<file path="src/rtl/param_pipeline_core_if.sv">
// param_pipeline_core_if: run control, instruction-memory load, debug read and retire signals
interface param_pipeline_core_if #(
    parameter int DATA_W     = 32,
    parameter int IMEM_DEPTH = 32
);
    localparam int AW = $clog2(IMEM_DEPTH);
    logic              run;
    logic              imem_we;
    logic [AW-1:0]     imem_waddr;
    logic [31:0]       imem_wdata;
    logic [3:0]        dbg_raddr;
    logic [DATA_W-1:0] dbg_rdata;
    logic [31:0]       pc;
    logic              retire_valid;
    logic [3:0]        retire_rd;
    logic [DATA_W-1:0] retire_data;
    logic              halted;
    modport master (
        output run, imem_we, imem_waddr, imem_wdata, dbg_raddr,
        input  dbg_rdata, pc, retire_valid, retire_rd, retire_data, halted
    );
    modport slave (
        input  run, imem_we, imem_waddr, imem_wdata, dbg_raddr,
        output dbg_rdata, pc, retire_valid, retire_rd, retire_data, halted
    );
endinterface

</file>
<file path="src/rtl/param_pipeline_core.sv">
// param_pipeline_core: four-stage IF/ID/EX/WB integer pipeline with HALT and run freeze
// PIPE_FWD_EN defined: WB->EX operand forwarding; undefined: one-cycle ID stall on EX hazards
module param_pipeline_core #(
    parameter int DATA_W     = 32,
    parameter int NREGS      = 16,
    parameter int IMEM_DEPTH = 32
) (
    input logic clk,
    input logic reset,
    param_pipeline_core_if.slave bus
);
    localparam int AW = $clog2(IMEM_DEPTH);
    localparam int RW = $clog2(NREGS);
    localparam logic [31:0] PC_LAST = 32'(IMEM_DEPTH * 4 - 4);
    localparam logic [3:0] OP_ADD = 4'h0, OP_SUB = 4'h1, OP_LDI = 4'h2, OP_AND = 4'h3,
                           OP_OR = 4'h4, OP_ADDI = 4'h5, OP_HALT = 4'hF;

    logic [31:0]       imem [IMEM_DEPTH];
    logic [DATA_W-1:0] regs [NREGS];
    logic [31:0]       pc, if_ir, id_ir;
    logic              if_v, id_v, ex_v, wb_v, halted;
    logic [3:0]        ex_op, id_op;
    logic [RW-1:0]     ex_rd, wb_rd, id_rd, id_rs1, id_rs2;
    logic [DATA_W-1:0] ex_a, ex_b, ex_imm, wb_data, id_a, id_b, id_imm, op_a, op_b, ex_res;
    logic              ex_we, ex_halt, stall;

    assign id_op  = id_ir[31:28];
    assign id_rd  = id_ir[24 +: RW];
    assign id_rs1 = id_ir[20 +: RW];
    assign id_rs2 = id_ir[16 +: RW];
    assign id_imm = DATA_W'({{48{id_ir[15]}}, id_ir[15:0]});
    // register read with write-through of the instruction retiring this cycle; r0 is never written
    assign id_a   = (wb_v && wb_rd == id_rs1) ? wb_data : regs[id_rs1];
    assign id_b   = (wb_v && wb_rd == id_rs2) ? wb_data : regs[id_rs2];

    assign ex_we   = ex_v && ex_op <= OP_ADDI && ex_rd != '0;
    assign ex_halt = ex_v && ex_op == OP_HALT;

`ifdef PIPE_FWD_EN
    logic [RW-1:0] ex_rs1, ex_rs2;
    always_ff @(posedge clk or posedge reset)
        if (reset) begin
            ex_rs1 <= '0;
            ex_rs2 <= '0;
        end else if (bus.run) begin
            ex_rs1 <= id_rs1;
            ex_rs2 <= id_rs2;
        end
    assign stall = 1'b0;
    assign op_a  = (wb_v && wb_rd == ex_rs1) ? wb_data : ex_a;
    assign op_b  = (wb_v && wb_rd == ex_rs2) ? wb_data : ex_b;
`else
    logic id_use1, id_use2;
    assign id_use1 = id_op inside {OP_ADD, OP_SUB, OP_AND, OP_OR, OP_ADDI};
    assign id_use2 = id_op inside {OP_ADD, OP_SUB, OP_AND, OP_OR};
    assign stall   = id_v && ex_we && ((id_use1 && id_rs1 == ex_rd) || (id_use2 && id_rs2 == ex_rd));
    assign op_a    = ex_a;
    assign op_b    = ex_b;
`endif

    assign ex_res = ex_op == OP_ADD ? op_a + op_b :
                    ex_op == OP_SUB ? op_a - op_b :
                    ex_op == OP_LDI ? ex_imm :
                    ex_op == OP_AND ? op_a & op_b :
                    ex_op == OP_OR  ? op_a | op_b : op_a + ex_imm;

    // instruction memory survives reset and accepts writes even while frozen
    always_ff @(posedge clk)
        if (bus.imem_we) imem[bus.imem_waddr] <= bus.imem_wdata;

    always_ff @(posedge clk or posedge reset)
        if (reset) begin
            pc      <= '0;
            if_v    <= 1'b0;
            id_v    <= 1'b0;
            ex_v    <= 1'b0;
            wb_v    <= 1'b0;
            halted  <= 1'b0;
            if_ir   <= '0;
            id_ir   <= '0;
            ex_op   <= '0;
            ex_rd   <= '0;
            ex_a    <= '0;
            ex_b    <= '0;
            ex_imm  <= '0;
            wb_rd   <= '0;
            wb_data <= '0;
            for (int i = 0; i < NREGS; i++) regs[i] <= '0;
        end else if (bus.run) begin
            if (wb_v) regs[wb_rd] <= wb_data;
            halted <= halted | ex_halt;
            if (ex_halt) begin
                if_v <= 1'b0;
                id_v <= 1'b0;
            end else if (!stall) begin
                if_v  <= !halted;
                id_v  <= if_v;
                id_ir <= if_ir;
                if (!halted) begin
                    if_ir <= imem[pc[AW+1:2]];
                    pc    <= pc == PC_LAST ? '0 : pc + 32'd4;
                end
            end
            ex_v    <= id_v && !stall && !ex_halt;
            ex_op   <= id_op;
            ex_rd   <= id_rd;
            ex_a    <= id_a;
            ex_b    <= id_b;
            ex_imm  <= id_imm;
            wb_v    <= ex_we;
            wb_rd   <= ex_rd;
            wb_data <= ex_res;
        end

    assign bus.pc           = pc;
    assign bus.halted       = halted;
    assign bus.retire_valid = bus.run && wb_v;
    assign bus.retire_rd    = 4'(wb_rd);
    assign bus.retire_data  = wb_data;
    assign bus.dbg_rdata    = regs[bus.dbg_raddr[RW-1:0]];
endmodule

</file>
<file path="src/flat_wrapper.sv">
// flat-port wrapper written by rule: the top's interface ports become plain ports
module param_pipeline_core_flat 
#(
    parameter int DATA_W     = 32,
    parameter int NREGS      = 16,
    parameter int IMEM_DEPTH = 32
)
  (clk, reset, bus_run, bus_imem_we, bus_imem_waddr, bus_imem_wdata, bus_dbg_raddr, bus_dbg_rdata, bus_pc, bus_retire_valid, bus_retire_rd, bus_retire_data, bus_halted);
  param_pipeline_core_if #(.DATA_W(DATA_W), .IMEM_DEPTH(IMEM_DEPTH)) bus_i ();
  input logic clk;
  input logic reset;
  input wire logic [$bits(bus_i.run)-1:0] bus_run;
  input wire logic [$bits(bus_i.imem_we)-1:0] bus_imem_we;
  input wire logic [$bits(bus_i.imem_waddr)-1:0] bus_imem_waddr;
  input wire logic [$bits(bus_i.imem_wdata)-1:0] bus_imem_wdata;
  input wire logic [$bits(bus_i.dbg_raddr)-1:0] bus_dbg_raddr;
  output wire logic [$bits(bus_i.dbg_rdata)-1:0] bus_dbg_rdata;
  output wire logic [$bits(bus_i.pc)-1:0] bus_pc;
  output wire logic [$bits(bus_i.retire_valid)-1:0] bus_retire_valid;
  output wire logic [$bits(bus_i.retire_rd)-1:0] bus_retire_rd;
  output wire logic [$bits(bus_i.retire_data)-1:0] bus_retire_data;
  output wire logic [$bits(bus_i.halted)-1:0] bus_halted;
  assign bus_i.run = bus_run;
  assign bus_i.imem_we = bus_imem_we;
  assign bus_i.imem_waddr = bus_imem_waddr;
  assign bus_i.imem_wdata = bus_imem_wdata;
  assign bus_i.dbg_raddr = bus_dbg_raddr;
  assign bus_dbg_rdata = bus_i.dbg_rdata;
  assign bus_pc = bus_i.pc;
  assign bus_retire_valid = bus_i.retire_valid;
  assign bus_retire_rd = bus_i.retire_rd;
  assign bus_retire_data = bus_i.retire_data;
  assign bus_halted = bus_i.halted;
  param_pipeline_core #(.DATA_W(DATA_W), .NREGS(NREGS), .IMEM_DEPTH(IMEM_DEPTH)) u_core (.clk(clk), .reset(reset), .bus(bus_i));
endmodule
</file>
<file path="config.mk">
export PLATFORM = sky130hd
export DESIGN_NAME = param_pipeline_core_flat
export DESIGN_NICKNAME = d
export VERILOG_FILES = /design/src/rtl/param_pipeline_core_if.sv /design/src/rtl/param_pipeline_core.sv /design/src/flat_wrapper.sv
export SDC_FILE = /design/constraint.sdc
export NUM_CORES = 2
export LEC_CHECK = 0
export CAP_MARGIN = 20
export CORE_MARGIN = 5
export CORE_UTILIZATION = 40
export DETAILED_ROUTE_END_ITERATION = 7
export PLACE_DENSITY_LB_ADDON = 0.25
export SETUP_SLACK_MARGIN = 0.5
export SLEW_MARGIN = 20
export SYNTH_ARGS = -nofsm -noshare
export SYNTH_HDL_FRONTEND = slang
export SYNTH_SLANG_ARGS = --single-unit
</file>
<file path="constraint.sdc">
create_clock -name clk -period 29 [get_ports clk]
set_input_delay 7.25 -clock clk [delete_from_list [all_inputs] [get_ports clk]]
set_output_delay 7.25 -clock clk [all_outputs]
set_load 0.03 [all_outputs]
</file>
---- After elaboration in Yosys (flattened, before gate mapping) ----
Memory sizes are Yosys's and may differ from the RTL's. A register that Yosys moved wholly into a read port is not among the register bits.
Cells that the tools add are included.
word-level totals
  input port bits ......................... 45
  flip-flop bits (word level) ............. 705
  logic and storage cells ................. 118
  memories ................................ 1
  output and inout bits ................... 102
  bits in writable memories ............... 1,024
cells by class
  add/subtract/negate cells ............... 4
  bitwise gates (word level) .............. 10
  eq/ne operators ......................... 15
  reduce and logical (&&, ||, !) cells .... 26
  multiplexer cells ....................... 26
  $lt $le $gt $ge ......................... 6
memory list
  memory       depth  width  rd ports  clocked after Yosys merged registers in  write ports  line                       source
  u_core.imem  32     32     1         1                                        1            param_pipeline_core.sv:18  logic [31:0] imem [IMEM_DEPTH];
operator list
  kind                                                                          count
  512-bit bitwise mux                                                           1
  32-bit two-way mux                                                            15
  32-bit binary-select mux with 4-bit select                                    3
  32-bit demux with 4-bit select                                                1
  32-bit adder                                                                  2
  32-bit by 3-bit adder with 32-bit output, second input constant               1
  32-bit bitwise AND                                                            1
  32-bit by 7-bit equality test with 1-bit output, second input constant        1
  32-bit bitwise OR                                                             1
  32-bit subtractor                                                             1
  5-bit greater-or-equal comparator, second input constant                      4
  4-bit NOT with 5-bit output                                                   4
  4-bit equality test                                                           4
  1-bit logical AND                                                             13
  4-bit by 2-bit equality test with 1-bit output, second input constant         3
  4-bit by 3-bit equality test with 1-bit output, second input constant         3
  4-bit by 1-bit equality test with 1-bit output, second input constant         2
  4-bit logical NOT                                                             2
  4-bit nonzero test                                                            2
  1-bit two-way mux                                                             6
  5-bit by 1-bit less-than comparator with 1-bit output, second input constant  1
  5-bit nonzero test                                                            1
  4-bit equality test, second input constant                                    1
  4-bit by 3-bit <= comparator with 1-bit output, second input constant         1
  8 further kinds                                                               13

---- Longest topological paths before layout ----
  word-level depth ........................ 8
  mapped depth ............................ 14
  mapped depth without buffers ............ 14

---- Least setup slack after synthesis ----
Ideal clock, no wire load.
  path type ............................... input to output
  start ................................... in bus_dbg_raddr[0]
  end ..................................... out bus_dbg_rdata[11]
  buffers on the path ..................... 2
  arrival time ............................ 9,197 ps
  cell stages on the path ................. 4
  slack ................................... 12,553 ps
  path through ............................ buf_2 > buf_1 > mux4_2 > mux4_2
on the way
  cells in the longest elaborated chain, start to end .. 4
ends and longest elaborated chain
  element                                                 line                        source
  start: declaration                                      flat_wrapper.sv:16          input wire logic [$bits(bus_i.dbg_raddr)-1:0] bus_dbg_raddr;
  4-bit NOT with 5-bit output (not written as such)       param_pipeline_core.sv:120  assign bus.dbg_rdata = regs[bus.dbg_raddr[RW-1:0]];
  32-bit binary-select mux with 4-bit select              param_pipeline_core.sv:120
  32-bit two-way mux (not written as such) (2 in series)  param_pipeline_core.sv:120
  end: declaration                                        flat_wrapper.sv:17          output wire logic [$bits(bus_i.dbg_rdata)-1:0] bus_dbg_rdata;
Every way passes these cells. The select of a mux whose other input is x is not followed.

---- Worst setup path after layout ----
  start ................................... in bus_dbg_raddr[1]
  end ..................................... out bus_dbg_rdata[27]
Same word-level chain as after synthesis.

==> impl_metrics.sql <==
INSERT INTO impl_metrics (metric_group, metric, value, unit) VALUES
('clock_tree', 'cts-htree-levels', '4', ''),
('floorplanning', 'fp.dieArea', '222000', 'sq um'),
('synthesis', 'ys.flop_type', 'sky130_fd_sc_hd__edfxtp_1', ''),
('clock_tree', 'tritoncts', 'built', ''),
('global_route', 'grt_pass1_vias', '50500', ''),
('setup_path', 'setup.worst_path.end_class', 'output port', ''),
('route', 'drt-pass1-iter-count', '5', ''),
('global_route', 'antenna_violations_before_repair', '9', ''),
('clock_tree', 'worst_setup_hold_path_clk_slew', '60', 'ps'),
('synthesis', 'synth_warnings', '0', ''),
('global_route', 'track_usage', '0.217', ''),
('timing', 'final_period_minus_worst_setup_slack', '17670', 'ps'),
('clock_tree', 'clk_latency', '860', 'ps'),
('finish', 'filler_cell_count', '18300', ''),
('timing', 'totalNegativeSetupSlack', '0', 'ps'),
('floorplanning', 'row_count', '169', ''),
('pwr', 'power.ir.vdd_worst', '0.0776', 'mV'),
('pwr', 'p_leak', '35.1', 'nW'),
('finish', 'finish.instance_area', '96100', 'sq um'),
('synthesis', 'synth_top_cells_by_area', 'sky130_fd_sc_hd__edfxtp_1 36%, sky130_fd_sc_hd__dfrtp_1 22%, sky130_fd_sc_hd__mux4_2 21%', ''),
('job', 'timing.max_cap.violations', '0', ''),
('setup_path', 'timing.critical_path.required', '21750', 'ps'),
('synthesis', 'ys_ff_latch', '1759', ''),
('timing', 'worst_pin_slew', '1170', 'ps'),
('timing', 'finalClockSkew', '80.2', 'ps'),
('route', 'vias_per_cell', '6.04', ''),
('pwr', 'power.density', '105', 'nW/um^2'),
('clock_tree', 'postCtsSetupRepairBufs', '0', ''),
('timing', 'final_hold_viol_count', '0', ''),
('floorplanning', 'start_util', '0.401', ''),
('placement', 'placedInstanceArea', '89800', 'sq um'),
('placement', 'hpwlAfterDp', '143000', 'um'),
('timing', 'max_freq', '56.6', 'MHz'),
('clock_tree', 'postCtsHoldBufs', '0', ''),
('setup_path', 'worstSetupStartpointType', 'input pin', ''),
('floorplanning', 'floorplan.die.width', '471', 'um'),
('placement', 'routabilityCongestion', '0.930', ''),
('synthesis', 'synth.distinct_cells', '95', ''),
('clock_tree', 'cts_root_buf', 'sky130_fd_sc_hd__clkbuf_16', ''),
('synthesis', 'synth_area', '85100', 'sq um'),
('timing', 'max_slew_margin', '0.220', ''),
('route', 'drc', '0', ''),
('global_route', 'maximum_number_of_pins_on_one_net_before_global_route_repair', '109', ''),
('route', 'routed_wirelength', '243000', 'um'),
('timing', 'setup_repair_after_global_routing_missed_its_margin', 'false', ''),
('setup_path', 'worst_ep_arrival_time', '10420', 'ps'),
('floorplanning', 'num_io_pins', '147', ''),
('setup_path', 'worst-path-max-fanout', '65', ''),
('setup_path', 'timing_worst_setup_path_type', 'input pin to output port', ''),
('clock_tree', 'clock_sink_count', '1759', ''),
('clock_tree', 'clock_path_buffers', '3', ''),
('clock_tree', 'number_of_cells_upsized_or_downsized_after_cts', '0', ''),
('route', 'total_number_of_vias', '49100', ''),
('clock_tree', 'tritoncts_buffer_count', '189', ''),
('floorplanning', 'die_y', '471', 'um'),
('global_route', 'grt_first_pass_wirelength', '357000', 'um'),
('finish', 'final_net_count', '5324', ''),
('timing', 'layout_setup_ws', '11330', 'ps'),
('placement', 'io_buffer_count', '144', ''),
('min_path', 'worstHoldPathType', 'register to register', ''),
('floorplanning', 'coreArea', '212000', 'sq um'),
('timing', 'timing.final.crit_share', '0.609', ''),
('global_route', 'grt_remaining_overflow', '0', ''),
('finish', 'layout-drive-gt1-share', '0.347', ''),
('outcome', 'run_status', 'completed', ''),
('synthesis', 'post_synth_inst_count', '5102', ''),
('timing', 'setup_viol', '0', ''),
('timing', 'slew_viol_final', '0', ''),
('synthesis', 'synth_enable_flop_cells', '1024', ''),
('route', 'detail_route.wl_per_cell', '29.9', 'um'),
('synthesis', 'synthDominantAreaCellType', 'sky130_fd_sc_hd__edfxtp_1', ''),
('route', 'dr.first_iter.drc_count', '4424', ''),
('pwr', 'design_power_total', '10.1', 'mW'),
('setup_path', 'setup.reg_to_reg.worst_slack', '23760', 'ps'),
('synthesis', 'synth_top_area_share', '0.362', ''),
('finish', 'layout.core_utilization', '0.454', ''),
('synthesis', 'ys_seq_area_frac', '0.578', ''),
('route', 'antenna_violating_nets_post_route', '0', ''),
('synthesis', 'async_reset_ff_frac', '0.418', ''),
('synthesis', 'post_synth.cell_area_avg', '16.7', 'sq um'),
('placement', 'dp_worst_setup_slack', '11260', 'ps'),
('finish', 'area_growth_syn_to_fin', '13.0', '%');
## final timing paths
path,from,to,cells past startpoint
max in group asynchronous,reset,u_core.regs[7],6
max,bus_dbg_raddr[1],bus_dbg_rdata[27],5
min in group asynchronous,reset,u_core.regs[473],2
min,u_core.if_ir[23],u_core.if_ir[23],2
min reg2reg,u_core.if_ir[23],u_core.if_ir[23],2
max reg2reg,u_core.bus.pc[2],u_core.if_ir[9],8
## stage by stage
stage / instances / hold WS (ps)
floorplan: 5103 / 440
global route: 8124 / 498
detailed placement: 7778 / 462
global placement: 7778 / 457
finish: 8129 / 474
CTS: 8120 / 477
## flip-flops by register name (all words and copies together), names as in the netlist, 30 cells and up
| signal | count |
|---|---|
| u_core.id_ir | 32 |
| u_core.if_ir | 32 |
| u_core.ex_b | 32 |
| u_core.regs | 512 |
| u_core.bus.retire_data | 32 |
| u_core.imem | 1024 |
| u_core.ex_a | 32 |
| u_core.bus.pc | 30 |
## placed cells by master, fill, tap and decap left out, drive strengths merged, types with 19 or more instances in the layout
master / count
mux2i: 111
dfrtp: 735
buf: 128
nand3: 42
a31oi: 19
clkbuf: 249
a21oi: 193
a211oi: 26
mux2: 524
nor4: 20
a21o: 32
nor3: 37
mux4: 800
clkdlybuf4s50: 133
ha: 128
nand2: 176
o21ai: 174
xnor2: 71
edfxtp: 1024
clkinv: 66
xor2: 27
inv: 122
nor2: 201
## cells in the mapped netlist (all sizes together), types with 5 or more instances
master / n
a221oi: 6
o21bai: 14
inv: 117
o21ai: 174
xor2: 27
mux2i: 111
nor2b: 11
mux4: 800
o221ai: 10
nor3: 37
o211ai: 14
o41ai: 5
a21o: 32
a211o: 5
edfxtp: 1024
a21oi: 193
nor4: 20
o22ai: 5
and3: 15
or3: 10
dfrtp: 735
clkbuf: 301
a31oi: 19
nand2: 176
ha: 128
nand3: 42
a2111oi: 6
buf: 107
nor3b: 5
a211oi: 26
a41oi: 7
nand4: 17
xnor2: 71
nor2: 201
o21a: 10
mux2: 524
nand2b: 17
o31ai: 14
nand3b: 8
## cell families (layout without fill, tap and decap cells)
family,count (synthesis),in the layout,synth area share
DFF,1759,1759,0.578
muxes,1435,1435,0.294
adders and majority gates,131,131,0.0195
and+or+nand+nor,577,577,0.0315
xor gates and xnor gates,98,98,0.0101
other,1,11,0.0000441
AOI/OAI and AO/OA,575,575,0.0426
buffers and inverters,526,722,0.0242
## metal layers
layer,vias up,part of all wire,track usage
met1,26600,0.42,0.297
met4,0,0.033,0.0684
met2,1692,0.49,0.355
met5,-,0,0
met3,392,0.062,0.0380
li1,20400,-,-
## where the power goes
part           switching (mW)  internal, mW  leakage, nW
combinational            2.11          1.94         13.1
sequential              0.586          3.05         18.9
clock                    1.04          1.41         3.06
total                    3.74          6.40         35.1
## worst max-delay path: stages
cell	delay, ps
sky130_fd_sc_hd__buf_6	550
sky130_fd_sc_hd__buf_4	890
sky130_fd_sc_hd__mux4_2	430
sky130_fd_sc_hd__mux4_2	560
sky130_fd_sc_hd__clkdlybuf4s50_1	630
## final cells by class
type                    instances  area (sq um)  share of cell area
flip-flops and latches       1759         49200               0.512
multi-input cells            2818         34200               0.356
clock buffers                 248          5180              0.0539
well taps                    2821          3530              0.0367
repair buffers                262          2340              0.0244
clock inverters                94          1140              0.0119
inverters                     118           450             0.00469
diodes                          9          22.5            0.000234
No activity file was read; power rests on OpenSTA's default activity.
